`src/rtl/key_event_queue.sv`:
```
// key_event_queue: keypad front-end for the maze game.
// Synchronises and debounces active-low buttons, turns presses (and optional
// auto-repeats while held) into move events, and queues them in a small FIFO
// drained by the game FSM through a valid/ready handshake.
module key_event_queue #(
    parameter int NUM_KEYS     = 4,
    parameter int IDX_W        = 2,
    parameter int DEBOUNCE_CYC = 16,
    parameter int REPEAT_EN    = 1,
    parameter int REPEAT_DELAY = 1024,
    parameter int REPEAT_RATE  = 256,
    parameter int FIFO_DEPTH   = 4
) (
    input  logic                Clk,
    input  logic                Rst,
    input  logic [NUM_KEYS-1:0] i_Key,
    input  logic                i_EvtReady,
    input  logic                i_OvfClr,
    output logic                o_EvtValid,
    output logic [IDX_W-1:0]    o_EvtIdx,
    output logic                o_EvtRpt,
    output logic [NUM_KEYS-1:0] o_KeyLevel,
    output logic                o_Overflow,
    output logic [IDX_W:0]      o_Count
);

    localparam int DB_W   = (DEBOUNCE_CYC > 2) ? $clog2(DEBOUNCE_CYC) : 1;
    localparam int RC_MAX = (REPEAT_DELAY > REPEAT_RATE) ? REPEAT_DELAY : REPEAT_RATE;
    localparam int RC_W   = $clog2(RC_MAX + 1);
    localparam int PTR_W  = $clog2(FIFO_DEPTH);
    localparam int ENT_W  = IDX_W + 1;

    typedef enum logic [1:0] {
        ST_RELEASED = 2'd0,
        ST_DELAY    = 2'd1,
        ST_REPEAT   = 2'd2
    } key_state_t;

    // Synchroniser stages; preset to 1 so a reset looks like "all released".
    logic [NUM_KEYS-1:0] sync_p0;
    logic [NUM_KEYS-1:0] sync_p1;
    logic [NUM_KEYS-1:0] pressed;

    // Debounce state.
    logic [DB_W-1:0]     db_cnt [NUM_KEYS];
    logic [NUM_KEYS-1:0] stable;

    // Per-channel press / auto-repeat FSM.
    key_state_t          state_q [NUM_KEYS];
    key_state_t          state_d [NUM_KEYS];
    logic [RC_W-1:0]     rcnt_q  [NUM_KEYS];
    logic [RC_W-1:0]     rcnt_d  [NUM_KEYS];
    logic [NUM_KEYS-1:0] evt_set;
    logic [NUM_KEYS-1:0] evt_rpt;

    // Pending events waiting for the arbiter.
    logic [NUM_KEYS-1:0] pend;
    logic [NUM_KEYS-1:0] pend_rpt;
    logic [NUM_KEYS-1:0] grant;
    logic                gnt_vld;
    logic [IDX_W-1:0]    gnt_idx;
    logic                gnt_rpt;

    // Event FIFO.
    logic [ENT_W-1:0]    mem [FIFO_DEPTH];
    logic [PTR_W-1:0]    wr_ptr;
    logic [PTR_W-1:0]    rd_ptr;
    logic [PTR_W-1:0]    wr_ptr_d;
    logic [PTR_W-1:0]    rd_ptr_d;
    logic [IDX_W:0]      count_d;
    logic [ENT_W-1:0]    push_data;
    logic [ENT_W-1:0]    head_d;
    logic                full;
    logic                pop;
    logic                push;
    logic                drop;

    // Two-flop synchroniser for the asynchronous button inputs.
    always_ff @(posedge Clk or negedge Rst) begin
        if (!Rst) begin
            sync_p0 <= '1;
            sync_p1 <= '1;
        end else begin
            sync_p0 <= i_Key;
            sync_p1 <= sync_p0;
        end
    end

    assign pressed = ~sync_p1;

    // --- stage boundary: synchronised level -> debounced level ---

    // Debounce: a level change is accepted only after DEBOUNCE_CYC consecutive differing samples.
    always_ff @(posedge Clk or negedge Rst) begin
        if (!Rst) begin
            stable <= '0;
            for (int i = 0; i < NUM_KEYS; i++) begin
                db_cnt[i] <= '0;
            end
        end else begin
            for (int i = 0; i < NUM_KEYS; i++) begin
                if (pressed[i] == stable[i]) begin
                    db_cnt[i] <= '0;
                end else if (db_cnt[i] == DB_W'(DEBOUNCE_CYC - 1)) begin
                    stable[i] <= pressed[i];
                    db_cnt[i] <= '0;
                end else begin
                    db_cnt[i] <= db_cnt[i] + DB_W'(1);
                end
            end
        end
    end

    // Registered copy of the debounced level; also the input of the press FSM.
    always_ff @(posedge Clk or negedge Rst) begin
        if (!Rst) begin
            o_KeyLevel <= '0;
        end else begin
            o_KeyLevel <= stable;
        end
    end

    // --- stage boundary: debounced level -> press / repeat events ---

    // Press FSM state and repeat counter registers.
    always_ff @(posedge Clk or negedge Rst) begin
        if (!Rst) begin
            for (int i = 0; i < NUM_KEYS; i++) begin
                state_q[i] <= ST_RELEASED;
                rcnt_q[i]  <= '0;
            end
        end else begin
            for (int i = 0; i < NUM_KEYS; i++) begin
                state_q[i] <= state_d[i];
                rcnt_q[i]  <= rcnt_d[i];
            end
        end
    end

    // Press FSM next state: press event on entry to DELAY, repeat events from DELAY/REPEAT timers.
    always_comb begin
        for (int i = 0; i < NUM_KEYS; i++) begin
            state_d[i] = state_q[i];
            rcnt_d[i]  = rcnt_q[i];
            evt_set[i] = 1'b0;
            evt_rpt[i] = 1'b0;
            case (state_q[i])
                ST_RELEASED: begin
                    rcnt_d[i] = '0;
                    if (o_KeyLevel[i]) begin
                        state_d[i] = ST_DELAY;
                        evt_set[i] = 1'b1;
                    end
                end
                ST_DELAY: begin
                    if (!o_KeyLevel[i]) begin
                        state_d[i] = ST_RELEASED;
                        rcnt_d[i]  = '0;
                    end else if (REPEAT_EN != 0) begin
                        if (rcnt_q[i] == RC_W'(REPEAT_DELAY - 1)) begin
                            state_d[i] = ST_REPEAT;
                            rcnt_d[i]  = '0;
                            evt_set[i] = 1'b1;
                            evt_rpt[i] = 1'b1;
                        end else begin
                            rcnt_d[i] = rcnt_q[i] + RC_W'(1);
                        end
                    end
                end
                ST_REPEAT: begin
                    if (!o_KeyLevel[i]) begin
                        state_d[i] = ST_RELEASED;
                        rcnt_d[i]  = '0;
                    end else if (rcnt_q[i] == RC_W'(REPEAT_RATE - 1)) begin
                        rcnt_d[i]  = '0;
                        evt_set[i] = 1'b1;
                        evt_rpt[i] = 1'b1;
                    end else begin
                        rcnt_d[i] = rcnt_q[i] + RC_W'(1);
                    end
                end
                default: begin
                    state_d[i] = ST_RELEASED;
                    rcnt_d[i]  = '0;
                end
            endcase
        end
    end

    // --- stage boundary: events -> pending bits -> arbiter ---

    // Lowest-index pending channel wins the single FIFO write slot this cycle.
    always_comb begin
        gnt_idx = '0;
        gnt_rpt = 1'b0;
        for (int i = NUM_KEYS - 1; i >= 0; i--) begin
            if (pend[i]) begin
                gnt_idx = IDX_W'(i);
                gnt_rpt = pend_rpt[i];
            end
        end
    end

    assign gnt_vld   = |pend;
    assign grant     = pend & (~pend + NUM_KEYS'(1));
    assign push_data = {gnt_rpt, gnt_idx};

    // Pending bits: granted bit clears, new events set (a second event merges and refreshes rpt).
    always_ff @(posedge Clk or negedge Rst) begin
        if (!Rst) begin
            pend <= '0;
        end else begin
            pend <= (pend & ~grant) | evt_set;
        end
    end

    // Repeat flag of each pending event; only meaningful while its pend bit is set.
    always_ff @(posedge Clk) begin
        pend_rpt <= (pend_rpt & ~evt_set) | (evt_rpt & evt_set);
    end

    // --- stage boundary: arbiter -> event FIFO ---

    assign pop  = o_EvtValid & i_EvtReady;
    assign full = (o_Count == (IDX_W + 1)'(FIFO_DEPTH));
    assign push = gnt_vld & (~full | pop);
    assign drop = gnt_vld & full & ~pop;

    // FIFO next-state: pointers, occupancy and the entry that becomes the new head.
    always_comb begin
        rd_ptr_d = rd_ptr + PTR_W'(pop);
        wr_ptr_d = wr_ptr + PTR_W'(push);
        count_d  = o_Count;
        case ({push, pop})
            2'b10:   count_d = o_Count + (IDX_W + 1)'(1);
            2'b01:   count_d = o_Count - (IDX_W + 1)'(1);
            default: count_d = o_Count;
        endcase
        if (push && (wr_ptr == rd_ptr_d)) begin
            head_d = push_data;
        end else begin
            head_d = mem[rd_ptr_d];
        end
    end

    // FIFO storage write at the tail.
    always_ff @(posedge Clk) begin
        if (push) begin
            mem[wr_ptr] <= push_data;
        end
    end

    // FIFO control and registered head outputs.
    always_ff @(posedge Clk or negedge Rst) begin
        if (!Rst) begin
            wr_ptr     <= '0;
            rd_ptr     <= '0;
            o_Count    <= '0;
            o_EvtValid <= 1'b0;
            o_EvtIdx   <= '0;
            o_EvtRpt   <= 1'b0;
        end else begin
            wr_ptr     <= wr_ptr_d;
            rd_ptr     <= rd_ptr_d;
            o_Count    <= count_d;
            o_EvtValid <= (count_d != '0);
            if (count_d != '0) begin
                {o_EvtRpt, o_EvtIdx} <= head_d;
            end
        end
    end

    // Sticky overflow flag; a drop in the same cycle as a clear keeps it set.
    always_ff @(posedge Clk or negedge Rst) begin
        if (!Rst) begin
            o_Overflow <= 1'b0;
        end else if (drop) begin
            o_Overflow <= 1'b1;
        end else if (i_OvfClr) begin
            o_Overflow <= 1'b0;
        end
    end

endmodule

```
`config.mk`:
```
export PLATFORM = sky130hd
export DESIGN_NAME = key_event_queue
export DESIGN_NICKNAME = d
export VERILOG_FILES = /design/src/rtl/key_event_queue.sv
export SDC_FILE = /design/constraint.sdc
export NUM_CORES = 1
export LEC_CHECK = 0
export ABC_AREA = 1
export BUFFER_PORTS_ARGS = -buffer_cell sky130_fd_sc_hd__buf_4
export CAP_MARGIN = 20
export CORE_MARGIN = 4
export CORE_UTILIZATION = 29
export CTS_CLUSTER_DIAMETER = 100
export DETAILED_ROUTE_END_ITERATION = 10
export SYNTH_ARGS = -nofsm -noshare
export SYNTH_HDL_FRONTEND = slang
export SYNTH_SLANG_ARGS = --single-unit
```
`constraint.sdc`:
```
create_clock -name Clk -period 1.65 [get_ports Clk]
set_clock_uncertainty 0.05 [all_clocks]
set_input_delay 0.33 -clock Clk [delete_from_list [all_inputs] [get_ports Clk]]
set_output_delay 0.33 -clock Clk [all_outputs]
set_load 0.05 [all_outputs]
```
==> impl_metrics.tcl <==
set metrics [dict create \
    grt_pass1_wl_um 17600 \
    netlist.area_leader.share_pct 40.4 \
    fp.dieArea_um2 21900 \
    synth_seq_area_share_pct 52.6 \
    finalWorstSetupSlack_ns -0.0475 \
    placement.io_buffers 19 \
    remaining_drc_errors 0 \
    detail_routed_net_length_per_standard_cell_um 10.7 \
    post_route_antenna_net_violation_count 0 \
    detailed_route_vias_per_instance 4.27 \
    place_hpwl_um 7030 \
    h-tree-depth 4 \
    setup_viol 5 \
    period_share_pct 103 \
    synth.cells.most_frequent "117 x nand2_1, 92 x dfrtp_1, 80 x nor2_1, 79 x inv_1, 43 x nand3_1" \
    unrepaired_setup_endpoints_after_global_routing "true" \
    tritoncts_clock_tree "done" \
    clock_latency_ns 0.42 \
    synthTopCellsByArea "dfrtp_1 40%, edfxtp_1 8.4%, nand2_1 7.7%" \
    timing_worst_slew_pin_value_ns 0.339 \
    floorplan.die.height_um 148 \
    synth_enable_flop_cells 16 \
    maxCapViolCount 0 \
    antenna_cells 0 \
    r2r_start "pend[1]" \
    final_layout_size_suffix_gt1_share_pct 29.2 \
    timing.slew.headroom_pct 77.4 \
    number_of_antenna_violations_at_the_first_check_in_global_routing 0 \
    post-synth-top-count-cell "nand2_1" \
    power_density_nw_per_um2 1180 \
    grt_remaining_overflow 0 \
    critical_path.startpoint "pend[1]" \
    min-delay-path-class "primary input to flop" \
    cellLeakagePower_nw 3.47 \
    report.final.slew_viol_count 0 \
    synth.largest_area_cell "dfrtp_1" \
    finalWirelength_um 10700 \
    synth_area_um2 5690 \
    worstPathRequired_ns 1.91 \
    core.rowCount 50 \
    critPathKind "flop to flop" \
    io_pins 20 \
    dp_cells 938 \
    final_nets 758 \
    number_of_global_route_vias_before_repair 4032 \
    grt_use_total_pct 9.82 \
    synth_warnings 0 \
    clkSinkCount 116 \
    max-clock-path-buffers 2 \
    drt_first_iter_violations 142 \
    clk_transition_reported_paths_ns 0.06 \
    max_clock_freq_mhz 589 \
    gp_congestion 0.772 \
    violated_checks "setup timing" \
    cts_root_buf "clkbuf_16" \
    peakVddDrop_v 0.000785 \
    crit_arrival_ns 1.95 \
    tritoncts.num_buffers 17 \
    run_status "finished, violations left" \
    synth-seq-cells 116 \
    report.power.total_mw 9.05 \
    synthArstFlopShare_pct 86.2 \
    grt_max_degree 63 \
    syn-num-nets 652 \
    die-width_um 148 \
    layout_min_cycle_time_ns 1.70 \
    area_growth_syn_to_layout_pct 34.4 \
    syn-instance-count 617 \
    dominantRegCellSynth "dfrtp_1" \
    core_um2 19000 \
    vias 4254 \
    worstSetupEndpointType "flop" \
    hold_path_startpoint "i_OvfClr" \
    timing.critical_path.fanout_max 4 \
    finish.cell_count_without_fillers 996 \
    setup.worst_path.start_class "flop" \
    final_hold_viol_count 0 \
    avgSynthCellArea_um2 9.22 \
    initial_core_util_pct 29.9 \
    drt_pass1_iterations 4 \
    post_synth_num_cell_types 40 \
]
-- registers in the layout (all words and copies together) (netlist names), named ones only --
register    count
o_EvtValid      1
o_KeyLevel      4
sync_p0         4
mem            12
sync_p1         4
rd_ptr          2
state_q         8
o_EvtIdx        2
db_cnt         16
o_Overflow      1
pend            4
rcnt_q         44
stable          4
o_Count         3
wr_ptr          2
o_EvtRpt        1
-- worst paths after layout --
path                          endpoint  slack, ns  depth (start not counted)
min in group asynchronous    stable[2]       0.38                          3
min                         o_Overflow       0.06                          2
max in group asynchronous   o_Count[1]       0.82                          3
max                        o_EvtIdx[0]      -0.05                         10
max reg2reg                o_EvtIdx[0]      -0.05                         10
min reg2reg                 sync_p1[3]       0.31                          0
-- layout by cell type, fill, tap and decap left out, types with 17 or more instances in the layout --
cell	netlist	layout
xor2_1	26	26
ha_1	26	21
inv_1	79	73
buf_4	1	76
nand3_1	43	36
clkbuf_16	0	18
nor2_1	80	67
o21ai_0	22	17
dfrtp_1	92	88
nand2_1	117	104
-- worst max-delay path, cell delays in order, from the launching register on --
cell and delay [ns]:
dfrtp_1 0.41, nor2_4 0.14, nand3_4 0.09, inv_4 0.06
fa_2 0.45, inv_2 0.06, nand2_1 0.05, nand2_2 0.08
nand3_4 0.08, nand2_1 0.07, nand2_1 0.04
-- cell type report --
cell class	instances	area, µm²
Clock buffer	21	482
Clock inverter	11	97.6
Fill cell	1852	11400
Inverter	83	317
Multi-Input combinational cell	420	2740
Sequential cell	116	3000
Tap cell	260	325
Timing Repair Buffer	85	692
-- cell families (layout without fill, tap and decap cells) --
| logic type | Yosys count | after routing | share of synthesized area (%) |
|---|---|---|---|
| flops | 116 | 116 | 52.6 |
| simple gates | 298 | 302 | 24.2 |
| fa+ha+maj | 27 | 27 | 6.07 |
| xor+xnor | 40 | 40 | 6.29 |
| mux | 3 | 3 | 0.528 |
| buf+inv | 85 | 200 | 5.67 |
| compound gates | 48 | 48 | 4.66 |
-- through the flow --
step	worst slack, ns	TNS [ns]	hold WS [ns]	area (µm²)	util (%)
finish	-0.0475	-0.156	0.0643	7650	40.2
global route	-0.178	-2.56	0.0789	7650	40.2
floorplan	-0.188	-0.664	-0.0156	5730	-
CTS	-0.0437	-0.111	0.0507	7270	38.2
detailed placement	-0.0972	-0.398	0.283	6550	34.5
global placement	-0.0689	-0.257	0.282	6550	34.5
-- layer usage --
layer | GRT usage [%] | wire length, µm
met1 | 12.3 | 5020
met2 | 15.7 | 5150
met5 | 0 | 0
met3 | 3.26 | 388
met4 | 4.02 | 139
-- power by group --
group / internal, mW / switching, mW
clock: 2.24 / 1.30
sequential: 3.10 / 0.189
combinational: 0.927 / 1.29
total: 6.26 / 2.78
-- timing repair --
action                     CTS  global route
setup endpoints to repair    8            60
buffers inserted             4            14
hold endpoints to repair    96             0
pin swaps                   18            38
cloned                       0             4
resized for setup           14            66
hold buffers                 5             0
Note: power is estimated with default switching activity, not from simulation.
